==> src/rtl/sram_seq_access_ctrl_if.sv <==
// -----------------------------------------------------------------------------
// sram_seq_access_ctrl_if
// Bundles every non-clock signal of sram_seq_access_ctrl: burst control,
// write stream (valid/ready), read stream (valid/ready) and the Sram port pair.
//
// Modports:
//   master : the controller side (drives busy/done, stream handshakes, sram_*)
//   slave  : the surrounding system (layer engine + Sram)
//
// Signals:
//   start_wr, start_rd      burst start pulses
//   base_addr, len          burst first address / length in words
//   addr_stride             address step (only with SEQ_CTRL_STRIDE_EN)
//   busy, done              burst status
//   in_valid/in_ready/in_data     write stream
//   out_valid/out_ready/out_data  read stream
//   sram_csen, sram_wr_en, sram_wr_addr, sram_wr_data,
//   sram_rd_en, sram_rd_addr, sram_rd_data   Sram port pair
// -----------------------------------------------------------------------------
interface sram_seq_access_ctrl_if #(
    parameter int DATA_WIDTH = 8,
    parameter int ADDR_WIDTH = 8
);
    logic                  start_wr;
    logic                  start_rd;
    logic [ADDR_WIDTH-1:0] base_addr;
    logic [ADDR_WIDTH:0]   len;
`ifdef SEQ_CTRL_STRIDE_EN
    logic [ADDR_WIDTH-1:0] addr_stride;
`endif
    logic                  busy;
    logic                  done;

    logic                  in_valid;
    logic                  in_ready;
    logic [DATA_WIDTH-1:0] in_data;

    logic                  out_valid;
    logic                  out_ready;
    logic [DATA_WIDTH-1:0] out_data;

    logic                  sram_csen;
    logic                  sram_wr_en;
    logic [ADDR_WIDTH-1:0] sram_wr_addr;
    logic [DATA_WIDTH-1:0] sram_wr_data;
    logic                  sram_rd_en;
    logic [ADDR_WIDTH-1:0] sram_rd_addr;
    logic [DATA_WIDTH-1:0] sram_rd_data;

    modport master (
`ifdef SEQ_CTRL_STRIDE_EN
        input  addr_stride,
`endif
        input  start_wr, start_rd, base_addr, len,
        output busy, done,
        input  in_valid, in_data,
        output in_ready,
        output out_valid, out_data,
        input  out_ready,
        output sram_csen, sram_wr_en, sram_wr_addr, sram_wr_data,
        output sram_rd_en, sram_rd_addr,
        input  sram_rd_data
    );

    modport slave (
`ifdef SEQ_CTRL_STRIDE_EN
        output addr_stride,
`endif
        output start_wr, start_rd, base_addr, len,
        input  busy, done,
        output in_valid, in_data,
        input  in_ready,
        input  out_valid, out_data,
        output out_ready,
        input  sram_csen, sram_wr_en, sram_wr_addr, sram_wr_data,
        input  sram_rd_en, sram_rd_addr,
        output sram_rd_data
    );
endinterface

==> src/rtl/sram_seq_access_ctrl.sv <==
// -----------------------------------------------------------------------------
// sram_seq_access_ctrl
// Sequential burst initiator for a synchronous Sram port pair. A write burst
// streams words from a valid/ready input into consecutive addresses; a read
// burst streams them back out through a 2-entry skid FIFO that absorbs the
// Sram's 1-cycle read latency and keeps 1 word/cycle under backpressure.
//
// Ports:
//   clk    clock, all logic on posedge
//   rst_n  asynchronous active-low reset
//   bus    sram_seq_access_ctrl_if.master (control, streams, Sram port pair)
//
// Optional feature: define SEQ_CTRL_STRIDE_EN to add bus.addr_stride; the
// address then advances by the stride sampled at start instead of by 1.
// -----------------------------------------------------------------------------
module sram_seq_access_ctrl #(
    parameter int DATA_WIDTH = 8,
    parameter int ADDR_WIDTH = 8,
    parameter int DATA_DEPTH = 256
) (
    input  logic                   clk,
    input  logic                   rst_n,
    sram_seq_access_ctrl_if.master bus
);
    typedef enum logic [1:0] {IDLE, WRITE, READ} state_t;

    localparam logic [ADDR_WIDTH:0] DEPTH = (ADDR_WIDTH+1)'(DATA_DEPTH);
    localparam logic [ADDR_WIDTH:0] ONE   = (ADDR_WIDTH+1)'(1);

    state_t                state, state_nxt;
    logic [ADDR_WIDTH-1:0] cur_addr;
    logic [ADDR_WIDTH-1:0] addr_next;
    logic [ADDR_WIDTH-1:0] step;
    logic [ADDR_WIDTH:0]   addr_sum;
    logic [ADDR_WIDTH:0]   len_q;
    logic [ADDR_WIDTH:0]   beat_cnt;   // write beats or read pops so far
    logic [ADDR_WIDTH:0]   issue_cnt;  // Sram reads issued so far
    logic                  pend;       // read issued last cycle, data arrives now
    logic                  done_q;

    logic [DATA_WIDTH-1:0] fifo_mem [2];
    logic                  fifo_wr_ptr, fifo_rd_ptr;
    logic [1:0]            fifo_cnt;

    logic                  wr_beat, pop, rd_issue, last_wr, last_pop, start_any;
    logic [2:0]            occ;

`ifdef SEQ_CTRL_STRIDE_EN
    logic [ADDR_WIDTH-1:0] step_q;

    always_ff @(posedge clk or negedge rst_n) begin
        if (!rst_n)
            step_q <= '0;
        else if (state == IDLE && start_any)
            step_q <= bus.addr_stride;
    end

    assign step = step_q;
`else
    assign step = ADDR_WIDTH'(1);
`endif

    // cur_addr and step are both below DEPTH, so one conditional subtract wraps.
    assign addr_sum  = {1'b0, cur_addr} + {1'b0, step};
    assign addr_next = (addr_sum >= DEPTH) ? ADDR_WIDTH'(addr_sum - DEPTH)
                                           : addr_sum[ADDR_WIDTH-1:0];

    assign start_any = bus.start_wr | bus.start_rd;
    assign wr_beat   = (state == WRITE) && bus.in_valid;
    assign pop       = (fifo_cnt != 2'd0) && bus.out_ready;
    assign last_wr   = wr_beat && (beat_cnt == len_q - ONE);
    assign last_pop  = (state == READ) && pop && (beat_cnt == len_q - ONE);

    // Issue only if the FIFO can still take the word after the one in flight.
    always_comb begin
        occ      = {2'b00, pend} + {1'b0, fifo_cnt} - {2'b00, pop};
        rd_issue = (state == READ) && (issue_cnt < len_q) && (occ < 3'd2);
    end

    // NOTE: every output of a combinational block gets a default first so no
    // path leaves it unassigned and a latch cannot be inferred.
    always_comb begin
        state_nxt = state;
        case (state)
            IDLE: begin
                if (bus.start_wr && bus.len != '0)
                    state_nxt = WRITE;
                else if (bus.start_rd && bus.len != '0)
                    state_nxt = READ;
            end
            WRITE:   if (last_wr)  state_nxt = IDLE;
            READ:    if (last_pop) state_nxt = IDLE;
            default: state_nxt = IDLE;
        endcase
    end

    // NOTE: sequential state uses non-blocking assignments so every register
    // samples the pre-edge values regardless of statement order.
    always_ff @(posedge clk or negedge rst_n) begin
        if (!rst_n) begin
            state     <= IDLE;
            cur_addr  <= '0;
            len_q     <= '0;
            beat_cnt  <= '0;
            issue_cnt <= '0;
            pend      <= 1'b0;
            done_q    <= 1'b0;
        end else begin
            state  <= state_nxt;
            pend   <= rd_issue;
            // A zero-length start completes immediately without touching the Sram.
            done_q <= (state == IDLE && start_any && bus.len == '0) || last_wr || last_pop;
            if (state == IDLE) begin
                if (start_any) begin
                    cur_addr  <= bus.base_addr;
                    len_q     <= bus.len;
                    beat_cnt  <= '0;
                    issue_cnt <= '0;
                end
            end else begin
                if (wr_beat || rd_issue)
                    cur_addr <= addr_next;
                if (wr_beat || pop)
                    beat_cnt <= beat_cnt + ONE;
                if (rd_issue)
                    issue_cnt <= issue_cnt + ONE;
            end
        end
    end

    // NOTE: the skid FIFO storage is reset because its head drives out_data,
    // which must read 0 after reset; larger memories would normally not be.
    always_ff @(posedge clk or negedge rst_n) begin
        if (!rst_n) begin
            for (int i = 0; i < 2; i++)
                fifo_mem[i] <= '0;
            fifo_wr_ptr <= 1'b0;
            fifo_rd_ptr <= 1'b0;
            fifo_cnt    <= 2'd0;
        end else begin
            if (pend) begin
                fifo_mem[fifo_wr_ptr] <= bus.sram_rd_data;
                fifo_wr_ptr           <= ~fifo_wr_ptr;
            end
            if (pop)
                fifo_rd_ptr <= ~fifo_rd_ptr;
            fifo_cnt <= fifo_cnt + {1'b0, pend} - {1'b0, pop};
        end
    end

    assign bus.busy         = (state != IDLE);
    assign bus.done         = done_q;
    assign bus.in_ready     = (state == WRITE);
    assign bus.out_valid    = (fifo_cnt != 2'd0);
    assign bus.out_data     = fifo_mem[fifo_rd_ptr];
    assign bus.sram_wr_en   = wr_beat;
    assign bus.sram_wr_addr = cur_addr;
    assign bus.sram_wr_data = bus.in_data;
    assign bus.sram_rd_en   = rd_issue;
    assign bus.sram_rd_addr = cur_addr;
    assign bus.sram_csen    = wr_beat | rd_issue;
endmodule
==> src/flat_wrapper.sv <==
// flat-port wrapper written by rule: the top's interface ports become plain ports
module sram_seq_access_ctrl_flat 
#(
    parameter int DATA_WIDTH = 8,
    parameter int ADDR_WIDTH = 8,
    parameter int DATA_DEPTH = 256
)
  (clk, rst_n, bus_start_wr, bus_start_rd, bus_base_addr, bus_len, bus_busy, bus_done, bus_in_valid, bus_in_data, bus_in_ready, bus_out_valid, bus_out_data, bus_out_ready, bus_sram_csen, bus_sram_wr_en, bus_sram_wr_addr, bus_sram_wr_data, bus_sram_rd_en, bus_sram_rd_addr, bus_sram_rd_data);
  sram_seq_access_ctrl_if #(.DATA_WIDTH(DATA_WIDTH), .ADDR_WIDTH(ADDR_WIDTH)) bus_i ();
  input  logic clk;
  input  logic rst_n;
  input wire logic [$bits(bus_i.start_wr)-1:0] bus_start_wr;
  input wire logic [$bits(bus_i.start_rd)-1:0] bus_start_rd;
  input wire logic [$bits(bus_i.base_addr)-1:0] bus_base_addr;
  input wire logic [$bits(bus_i.len)-1:0] bus_len;
  output wire logic [$bits(bus_i.busy)-1:0] bus_busy;
  output wire logic [$bits(bus_i.done)-1:0] bus_done;
  input wire logic [$bits(bus_i.in_valid)-1:0] bus_in_valid;
  input wire logic [$bits(bus_i.in_data)-1:0] bus_in_data;
  output wire logic [$bits(bus_i.in_ready)-1:0] bus_in_ready;
  output wire logic [$bits(bus_i.out_valid)-1:0] bus_out_valid;
  output wire logic [$bits(bus_i.out_data)-1:0] bus_out_data;
  input wire logic [$bits(bus_i.out_ready)-1:0] bus_out_ready;
  output wire logic [$bits(bus_i.sram_csen)-1:0] bus_sram_csen;
  output wire logic [$bits(bus_i.sram_wr_en)-1:0] bus_sram_wr_en;
  output wire logic [$bits(bus_i.sram_wr_addr)-1:0] bus_sram_wr_addr;
  output wire logic [$bits(bus_i.sram_wr_data)-1:0] bus_sram_wr_data;
  output wire logic [$bits(bus_i.sram_rd_en)-1:0] bus_sram_rd_en;
  output wire logic [$bits(bus_i.sram_rd_addr)-1:0] bus_sram_rd_addr;
  input wire logic [$bits(bus_i.sram_rd_data)-1:0] bus_sram_rd_data;
  assign bus_i.start_wr = bus_start_wr;
  assign bus_i.start_rd = bus_start_rd;
  assign bus_i.base_addr = bus_base_addr;
  assign bus_i.len = bus_len;
  assign bus_busy = bus_i.busy;
  assign bus_done = bus_i.done;
  assign bus_i.in_valid = bus_in_valid;
  assign bus_i.in_data = bus_in_data;
  assign bus_in_ready = bus_i.in_ready;
  assign bus_out_valid = bus_i.out_valid;
  assign bus_out_data = bus_i.out_data;
  assign bus_i.out_ready = bus_out_ready;
  assign bus_sram_csen = bus_i.sram_csen;
  assign bus_sram_wr_en = bus_i.sram_wr_en;
  assign bus_sram_wr_addr = bus_i.sram_wr_addr;
  assign bus_sram_wr_data = bus_i.sram_wr_data;
  assign bus_sram_rd_en = bus_i.sram_rd_en;
  assign bus_sram_rd_addr = bus_i.sram_rd_addr;
  assign bus_i.sram_rd_data = bus_sram_rd_data;
  sram_seq_access_ctrl #(.DATA_WIDTH(DATA_WIDTH), .ADDR_WIDTH(ADDR_WIDTH), .DATA_DEPTH(DATA_DEPTH)) u_core (.clk(clk), .rst_n(rst_n), .bus(bus_i));
endmodule
==> config.mk <==
export PLATFORM = sky130hd
export DESIGN_NAME = sram_seq_access_ctrl_flat
export DESIGN_NICKNAME = d
export VERILOG_FILES = /design/src/rtl/sram_seq_access_ctrl_if.sv /design/src/rtl/sram_seq_access_ctrl.sv /design/src/flat_wrapper.sv
export SDC_FILE = /design/constraint.sdc
export NUM_CORES = 1
export LEC_CHECK = 0
export ABC_AREA = 0
export ABC_CLOCK_PERIOD_IN_PS = 3900
export CORE_MARGIN = 2
export CORE_UTILIZATION = 43
export CTS_CLUSTER_SIZE = 25
export DETAILED_ROUTE_END_ITERATION = 7
export DONT_BUFFER_PORTS = 1
export GPL_ROUTABILITY_DRIVEN = 1
export PLACE_DENSITY = 0.59
export SLEW_MARGIN = 20
export SYNTH_ARGS = -nofsm -noshare
export SYNTH_HDL_FRONTEND = slang
export SYNTH_SLANG_ARGS = --single-unit
==> constraint.sdc <==
create_clock -name clk -period 3.9 [get_ports clk]
set_input_delay 0.39 -clock clk [delete_from_list [all_inputs] [get_ports clk]]
set_output_delay 0.39 -clock clk [all_outputs]
set_load 0.01 [all_outputs]
Yosys cells after proc, flatten, opt, wreduce, memory -nomap -nowiden

Index checks and enable logic that the tools add are counted.

Add/subtract/negate cells: 9
Magnitude comparators: 6
Equality and inequality tests: 7
Muxes and demuxes: 20
Bitwise gates (word level): 6
Reductions and logical operators: 29

Operators with widths:

| cell                  | number |
|---|---|
| $mux W8               | 8 |
| $mux W9               | 5 |
| $add A9 B1 Y9 const B | 2 |
| $bwmux W16            | 1 |
| $logic_and A1 B1 Y1   | 12 |
| $reduce_bool A2 Y1    | 5 |
| $add A8 B1 Y9 const B | 1 |
| $eq A9 B9 Y1          | 1 |
| $ge A9 B9 Y1 const B  | 1 |
| $logic_not A9 Y1      | 1 |
| $lt A9 B9 Y1          | 1 |
| $reduce_bool A9 Y1    | 1 |
| $sub A9 B1 Y9 const B | 1 |
| $demux W8 S1          | 1 |
| $mux W2               | 4 |
| $reduce_and A2 Y1     | 4 |
| $sub A8 B1 Y8 const B | 1 |
| $ne A2 B1 Y1 const B  | 3 |
| $pmux W2 S3           | 1 |
| $ge A2 B2 Y1 const B  | 2 |
| $logic_or A1 B1 Y1    | 4 |
| $not A1 Y2            | 2 |
| $add A1 B2 Y3         | 1 |
| $lt A3 B2 Y1 const B  | 1 |
| 11 further kinds      | 13 |

Register bits after elaboration: 59
Input port bits: 39
Output and inout port bits: 39

Longest topological paths before layout

Gate-level depths: netlist of run 1.

Word-level depth: 8
Mapped depth: 14

Least setup slack after synthesis of run 1

OpenSTA, ideal clock, no wires.

Path type: register to output
Start point: register u_core.fifo_cnt[1]
End point: output bus_sram_csen
Arrival time: 2.998 ns
Required time: 3.510 ns
Setup slack: 0.512 ns
Cell stages (with the launch flop): 14
Cell sequence: dfrtp_1 -> or2_2 -> nand2_1 -> inv_1 -> ha_1 -> inv_1 -> ha_1 -> fa_1 -> or2_2 -> a2111oi_4 -> o221ai_2 -> buf_2 -> buf_2 -> nand2_1

Longest elaborated chain between the ends: 6
Elaborated cells between the ends (all ways): 7
Those cells by class: add/sub (2); order compare (1); bitwise (1); reduce/logical (3)

RTL lines:

| element                | RTL line                    | source |
|---|---|---|
| from (decl)            | sram_seq_access_ctrl.sv:43  | `logic [1:0] fifo_cnt;` |
| from (signal assigned) | sram_seq_access_ctrl.sv:147 | `fifo_cnt <= fifo_cnt + {1'b0, pend} - {1'b0, pop};` |
| $reduce_bool A2 Y1     | --                          |  |
| net bus_out_valid      | flat_wrapper.sv:21          | `output wire logic [$bits(bus_i.out_valid)-1:0] bus_out_valid;` |
| $logic_and A1 B1 Y1    | sram_seq_access_ctrl.sv:70  | `assign pop = (fifo_cnt != 2'd0) && bus.out_ready;` |
| net u_core.pop         | sram_seq_access_ctrl.sv:45  | `logic wr_beat, pop, rd_issue, last_wr, last_pop, start_any;` |
| $sub A3 B1 Y3          | sram_seq_access_ctrl.sv:76  | `occ = {2'b00, pend} + {1'b0, fifo_cnt} - {2'b00, pop};` |
| net u_core.occ[1]      | sram_seq_access_ctrl.sv:46  | `logic [2:0] occ;` |
| $lt A3 B2 Y1           | sram_seq_access_ctrl.sv:77  | `rd_issue = (state == READ) && (issue_cnt < len_q) && (occ < 3'd2);` |
| $logic_and A1 B1 Y1    | sram_seq_access_ctrl.sv:77  |  |
| $or A1 B1 Y1           | sram_seq_access_ctrl.sv:161 | `assign bus.sram_csen = wr_beat \| rd_issue;` |
| to (decl)              | flat_wrapper.sv:24          | `output wire logic [$bits(bus_i.sram_csen)-1:0] bus_sram_csen;` |

The timed path passes the listed nets, and every way through them passes these cells.

Final worst setup path of run 1

Ends and elaborated chain as after synthesis.

==> flow_metrics.env, run 1 <==
export IMPL_layout_area_seq_sq_um=1480
export IMPL_crit_buf_inv=3
export IMPL_mostFrequentLayoutCells="dfrtp_1 (59), nand2_1 (33), nor2_1 (27)"
export IMPL_ys_ff_latch=59
export IMPL_ff2ff_setup_slack_ps=270
export IMPL_finalSetupViolCount=0
export IMPL_seq_area_frac_synth_pct=42.8
export IMPL_syn_area_sq_um=3450
export IMPL_timing_rr_start="u_core.fifo_cnt[1]$_DFF_PN0_"
export IMPL_die_area_sq_um=8750
export IMPL_top_usage_layer="met2"
export IMPL_yosys_cell_types_count=47
export IMPL_instances_no_fill=452
export IMPL_cts_buffers=9
export IMPL_die_h_um=93.6
export IMPL_clock_skew_ps=5.77
export IMPL_place_ws_ps=154
export IMPL_gr_usage_met3_pct=8.14
export IMPL_wl_per_cell_um=16.8
export IMPL_slowest_stage="fa_1"
export IMPL_setup_tns_ps=0
export IMPL_clkTransAtPathRegs_ps=80
export IMPL_hp_start="bus_in_valid"
export IMPL_cts_buffer_depth=2
export IMPL_worstMarginPinSlew_ps=721
export IMPL_root_buffer="clkbuf_8"
export IMPL_period_minus_slack_ps=3720
export IMPL_firstDrtPassIters=6
export IMPL_finalHoldViolations=0
export IMPL_drv_cap=0
export IMPL_worstRegToRegCells=13
export IMPL_yosysWarnings=0
export IMPL_holdPathStages=1
export IMPL_end_kind="output pin"
export IMPL_min_to="u_core.state[0]$_DFFE_PN0P_"
export IMPL_critPathLaunchType="register"
export IMPL_cts_sinks=59
export IMPL_vdd_drop_max_uv=332
export IMPL_leakage_nw=1.62
export IMPL_setup_ws_ps=184
export IMPL_antenna_found_initial=0
export IMPL_hold_class="in2reg"
export IMPL_final_common_cell="dfrtp_1"
export IMPL_overflow=0
export IMPL_nets=399
export IMPL_cp_slowest_stage_delay_ps=450
export IMPL_finish_utilization_pct=47.8
export IMPL_io_pins=78
export IMPL_drt_iter0_markers=95
export IMPL_cts_htree_levels=3
export IMPL_avgSynthCellArea_sq_um=9.82
export IMPL_place_gp_congestion=0.834
export IMPL_power_density_nw_per_um2=662
export IMPL_layout_drive_gt1_share_pct=16.9
export IMPL_die_w_um=93.6
export IMPL_worstPathArrival_ps=3330
export IMPL_met1_usage_pct=24.5
export IMPL_core_sq_um=7770
export IMPL_drc=0
export IMPL_synth_nets=405
export IMPL_crit_start="u_core.fifo_cnt[1]$_DFF_PN0_"
export IMPL_finalMaxSlewViolations=0
export IMPL_dpl_cell_area_sq_um=3430
export IMPL_grt_usage_pct=18.7
export IMPL_hpwl_mm=5.26
export IMPL_rows=32
export IMPL_tritoncts="done"
export IMPL_crit_chain="or2_4 > nand2_2 > inv_2 > ha_1 > inv_1 > ha_1 > fa_1 > or2_2 > a2111oi_4 > o221ai_4 > buf_6 > nand2_1"
export IMPL_grt_pass1_wl_mm=12.7
export IMPL_required_ps=3510
export IMPL_synthArstFlopShare_pct=100
export IMPL_slew_headroom_pct=51.8
export IMPL_min_period_over_period_pct=95.3
export IMPL_multi_input_area_sq_um=1740
export IMPL_ys_flop_type="dfrtp_1"
export IMPL_grt_util_met2_pct=27.8
export IMPL_path_max_fanout=5
export IMPL_synth_edf_count=0
export IMPL_cp_common_cell="ha_1"
export IMPL_critPathTopFamily="adder cells"
export IMPL_r2r_end="u_core.issue_cnt[5]$_DFFE_PN0P_"
export IMPL_dp_cells=429
export IMPL_design_area_sq_um=3710
export IMPL_clk_latency_ps=350
export IMPL_max_freq_ghz=0.269
export IMPL_grt_pass1_vias=2503
export IMPL_num_vias=2579
export IMPL_routed_wl_mm=7.58
export IMPL_path_class="reg2out"
export IMPL_io_buffers=0
export IMPL_syn2layout_area_growth_pct=7.58
export IMPL_vias_per_cell=5.71
export IMPL_diodes=0
export IMPL_status="completed"
export IMPL_synthCells=351
export IMPL_grt_max_degree=60
export IMPL_antenna_left=0
export IMPL_fillers=757
export IMPL_start_util_pct=44.4
-- routing by layer --
metal / share of wire, % / vias up
met2: 45 / 83
met4: 1.5 / 0
li1: - / 1228
met1: 45 / 1255
met3: 8.6 / 13
met5: 0 / -
-- synthesized netlist by cell type (6+ instances only) --
master	number	share of area (%)
ha_1	14	5.1
a21oi_1	7	1.0
a221oi_1	6	1.5
o21ai_0	21	3.0
nand2_1	34	3.7
buf_4	16	3.5
dfrtp_1	59	43
nand3_1	18	2.6
xor2_1	13	3.3
mux2_2	24	7.8
xnor2_1	9	2.3
inv_1	22	2.4
nor2_1	27	2.9
nor3_1	8	1.2
-- flip-flops by register name (all words and copies together), names as in the netlist --
signal and flops:
u_core.len_q 9, u_core.fifo_rd_ptr 1, u_core.issue_cnt 9, u_core.fifo_wr_ptr 1, u_core.bus.done 1, u_core.fifo_cnt 2, u_core.pend 1, u_core.state 2
u_core.beat_cnt 9, u_core.fifo_mem 16, u_core.bus.sram_rd_addr 8
-- cells by family after synthesis --
family                     count (synthesis)  synth area share, %
and+or+nand+nor                          114                 16.1
AOI/OAI and AO/OA                         68                 14.7
DFF                                       59                 42.8
buffers and inverters                     49                 7.26
muxes                                     24                 7.84
xor gates and xnor gates                  22                 5.59
adders and majority gates                 15                 5.66
-- timing repair --
item                                    CTS  global route
gates resized for setup                   1             4
setup buffers                             2             3
endpoints found under the setup margin    2             2
pin swaps                                 1             1
hold endpoints to repair                 59             0
hold buffers                              2             0
-- final cells by class --
| class | instances | share of cell area [%] |
|---|---|---|
| Sequential cell | 59 | 39.8 |
| Inverter | 22 | 2.23 |
| Tap cell | 102 | 3.44 |
| Clock inverter | 7 | 1.62 |
| Multi-Input combinational cell | 243 | 46.8 |
| Timing Repair Buffer | 10 | 2.73 |
| Clock buffer | 9 | 3.34 |
-- how the worst max path moves through the flow --
stage,to,slack [ps],cells after the start
after floorplan,bus_sram_csen,510,13
after global placement,u_core.bus.sram_rd_addr[7]$_DFFE_PN0P_,310,13
after detailed placement,u_core.bus.sram_rd_addr[7]$_DFFE_PN0P_,150,13
after CTS,bus_sram_csen,80,12
after global routing,bus_sram_csen,-10,12
final,bus_sram_csen,180,12
-- stage by stage --
step | hold WS, ps | power (mW)
after global routing | 141 | 2.66
after CTS | 133 | 2.47
final | 155 | 2.46
after floorplan | 94.4 | 1.76
after detailed placement | 97.3 | 1.91
after global placement | 96.7 | 1.88
-- power by group --
group / internal (mW) / switching, mW / total, mW / leakage, nW
Clock: 0.241 / 0.282 / 0.523 / 0.0848
Sequential: 0.766 / 0.278 / 1.04 / 0.760
Combinational: 0.400 / 0.491 / 0.890 / 0.773
Total: 1.41 / 1.05 / 2.46 / 1.62
Power figures use the tool's default switching activity.
==> run 2, diff against run 1 <==
--- a/config.mk
+++ b/config.mk
@@ -7,13 +7,15 @@
 export LEC_CHECK = 0
 export ABC_AREA = 0
 export ABC_CLOCK_PERIOD_IN_PS = 3900
+export CELL_PAD_IN_SITES_DETAIL_PLACEMENT = 1
+export CELL_PAD_IN_SITES_GLOBAL_PLACEMENT = 2
 export CORE_MARGIN = 2
-export CORE_UTILIZATION = 43
+export CORE_UTILIZATION = 39
 export CTS_CLUSTER_SIZE = 25
 export DETAILED_ROUTE_END_ITERATION = 7
 export DONT_BUFFER_PORTS = 1
 export GPL_ROUTABILITY_DRIVEN = 1
-export PLACE_DENSITY = 0.59
+export PLACE_DENSITY = 0.8
 export SLEW_MARGIN = 20
 export SYNTH_ARGS = -nofsm -noshare
 export SYNTH_HDL_FRONTEND = slang
==> run 2 against run 1 <==
  * Utilization decreased by 4.0 points
  * Final area is 1.8% higher
  * Combinational power increased by 0.6%
  * Worst hold slack worse by 3.1 ps
  * Clock-buffer cell count up 3
  * Register-to-register slack better by 20 ps
  * Global-route usage shrank 0.67 points
  * Largest cell class unchanged
  * Critical endpoint unchanged
  * Critical path depth stayed put
  * First-iteration DRC count fell by 21%
==> flow_metrics.env, run 2 (synthesis gave the netlist of run 1 again) <==
export IMPL_cts_htree_levels=3
export IMPL_largest_register="u_core.fifo_mem"
export IMPL_die_area_sq_um=9610
export IMPL_path_max_fanout=8
export IMPL_fillers=968
export IMPL_nets=398
export IMPL_tritoncts="done"
export IMPL_vias_per_cell=5.65
export IMPL_finalSetupViolCount=0
export IMPL_num_vias=2582
export IMPL_drc=0
export IMPL_core_sq_um=8640
export IMPL_die_h_um=98.0
export IMPL_finalHoldViolations=0
export IMPL_syn2layout_area_growth_pct=9.54
export IMPL_cts_buffer_depth=2
export IMPL_antenna_found_initial=0
export IMPL_worstMarginPinSlew_ps=731
export IMPL_cts_sinks=59
export IMPL_finish_utilization_pct=43.7
export IMPL_cts_buffers=9
export IMPL_hold_class="in2reg"
export IMPL_rsz0062_at_grt="no"
export IMPL_die_w_um=98.0
export IMPL_period_minus_slack_ps=3690
export IMPL_hpwl_mm=6.09
export IMPL_worstPathArrival_ps=3300
export IMPL_power_frac_clock_pct=27.2
export IMPL_grt_pass1_vias=2699
export IMPL_path_class="reg2out"
export IMPL_wl_per_cell_um=18.3
export IMPL_end_kind="output pin"
export IMPL_largest_reg_flops=16
export IMPL_p_seq_share_pct=39.4
export IMPL_drv_cap=0
export IMPL_antenna_left=0
export IMPL_status="completed"
export IMPL_required_ps=3510
export IMPL_power_density_nw_per_um2=710
export IMPL_max_freq_ghz=0.271
export IMPL_start_util_pct=39.9
export IMPL_vdd_drop_max_uv=323
export IMPL_grt_usage_pct=18.0
export IMPL_grt_max_degree=60
export IMPL_min_period_over_period_pct=94.7
export IMPL_internal_power_mw=1.64
export IMPL_rows=34
export IMPL_place_gp_congestion=0.770
export IMPL_io_buffers=0
export IMPL_firstDrtPassIters=5
export IMPL_overflow=0
export IMPL_io_pins=78
export IMPL_root_buffer="clkbuf_8"
export IMPL_switching_share_pct=38.8
export IMPL_finalMaxSlewViolations=0
export IMPL_clock_skew_ps=6.96
export IMPL_switchingPower_mw=1.04
export IMPL_routed_wl_mm=8.37
export IMPL_leakage_nw=1.66
export IMPL_mostFrequentLayoutCells="dfrtp_1 (59), nand2_1 (34), nor2_1 (27)"
export IMPL_final_common_cell="dfrtp_1"
export IMPL_setup_tns_ps=0
export IMPL_critPathLaunchType="register"
export IMPL_clkTransAtPathRegs_ps=70
export IMPL_combPwrFrac_pct=33.4
export IMPL_drt_iter0_markers=75
export IMPL_clk_latency_ps=340
export IMPL_grt_pass1_wl_mm=13.8
export IMPL_layout_drive_gt1_share_pct=16.0
export IMPL_slew_headroom_pct=51.1
export IMPL_diodes=0
==> run 2: final timing paths <==
check	startpoint	end	slack, ps	cells past startpoint
setup / recovery	u_core.fifo_cnt[1]$_DFF_PN0_	bus_sram_csen	210	12
hold / removal	bus_in_valid	u_core.state[0]$_DFFE_PN0P_	150	1
setup reg to reg	u_core.fifo_cnt[1]$_DFF_PN0_	u_core.issue_cnt[5]$_DFFE_PN0P_	290	13
hold reg to reg	u_core.pend$_DFF_PN0_	u_core.fifo_wr_ptr$_DFFE_PN0P_	500	1
max in group asynchronous	rst_n	u_core.beat_cnt[6]$_DFFE_PN0P_	3050	2
min in group asynchronous	rst_n	u_core.len_q[4]$_DFFE_PN0P_	560	2
==> run 2: area by class of cell <==
class                      count  area [sq um]  share of cell area [%]
clock buffer                  12           165                    4.37
tap                          108           135                    3.58
timing repair buffer           9          90.1                    2.38
inverter                      22          82.6                    2.19
multi-input combinational    243          1730                    45.9
sequential                    59          1480                    39.1
clock inverter                 4          95.1                    2.52
==> run 2: repair_timing <==
action	4_1_cts	5_1_grt
resized for setup	1	0
setup endpoints to repair	2	5
pin swaps	0	1
buffers inserted	1	2
endpoints found under the hold margin	59	0
hold buffers	2	0
==> run 2: through the flow <==
stage / instance area, sq um / hold WS, ps / power, mW / std cells / setup slack (ps)
final: 3780 / 152 / 2.68 / 457 / 208
after detailed placement: 3450 / 96.2 / 1.95 / 436 / 204
after CTS: 3760 / 139 / 2.71 / 455 / 65.9
after global routing: 3780 / 137 / 2.88 / 457 / 6.31
after floorplan: 3450 / 94.4 / 1.76 / 351 / 512
after global placement: 3450 / 97.1 / 1.90 / 436 / 323
==> run 2: power groups by stage <==
stage	sequential, mW	combinational (mW)	clock (mW)
5_1_grt	1.09	1.02	0.774
3_5_place_dp	1.07	0.877	0
2_1_floorplan	0.943	0.820	0
3_3_place_gp	1.06	0.844	0
4_1_cts	1.06	0.904	0.746
6_report	1.05	0.895	0.730
==> run 2: worst max-delay path, stage by stage (launching register included) <==
cell and delay [ps]:
dfrtp_1 400, or2_2 350, nand2_1 110, inv_1 90, ha_1 290, inv_1 40
ha_1 180, fa_1 440, or2_2 310, a2111oi_4 250, o221ai_4 190, buf_4 200
nand2_1 110
==> run 2: metal layers <==
layer,routed length [um],track usage [%],up-vias
met5,0,0,-
met3,542,5.58,13
li1,-,-,1220
met2,3790,27.6,61
met4,141,6.20,0
met1,3890,24.4,1288
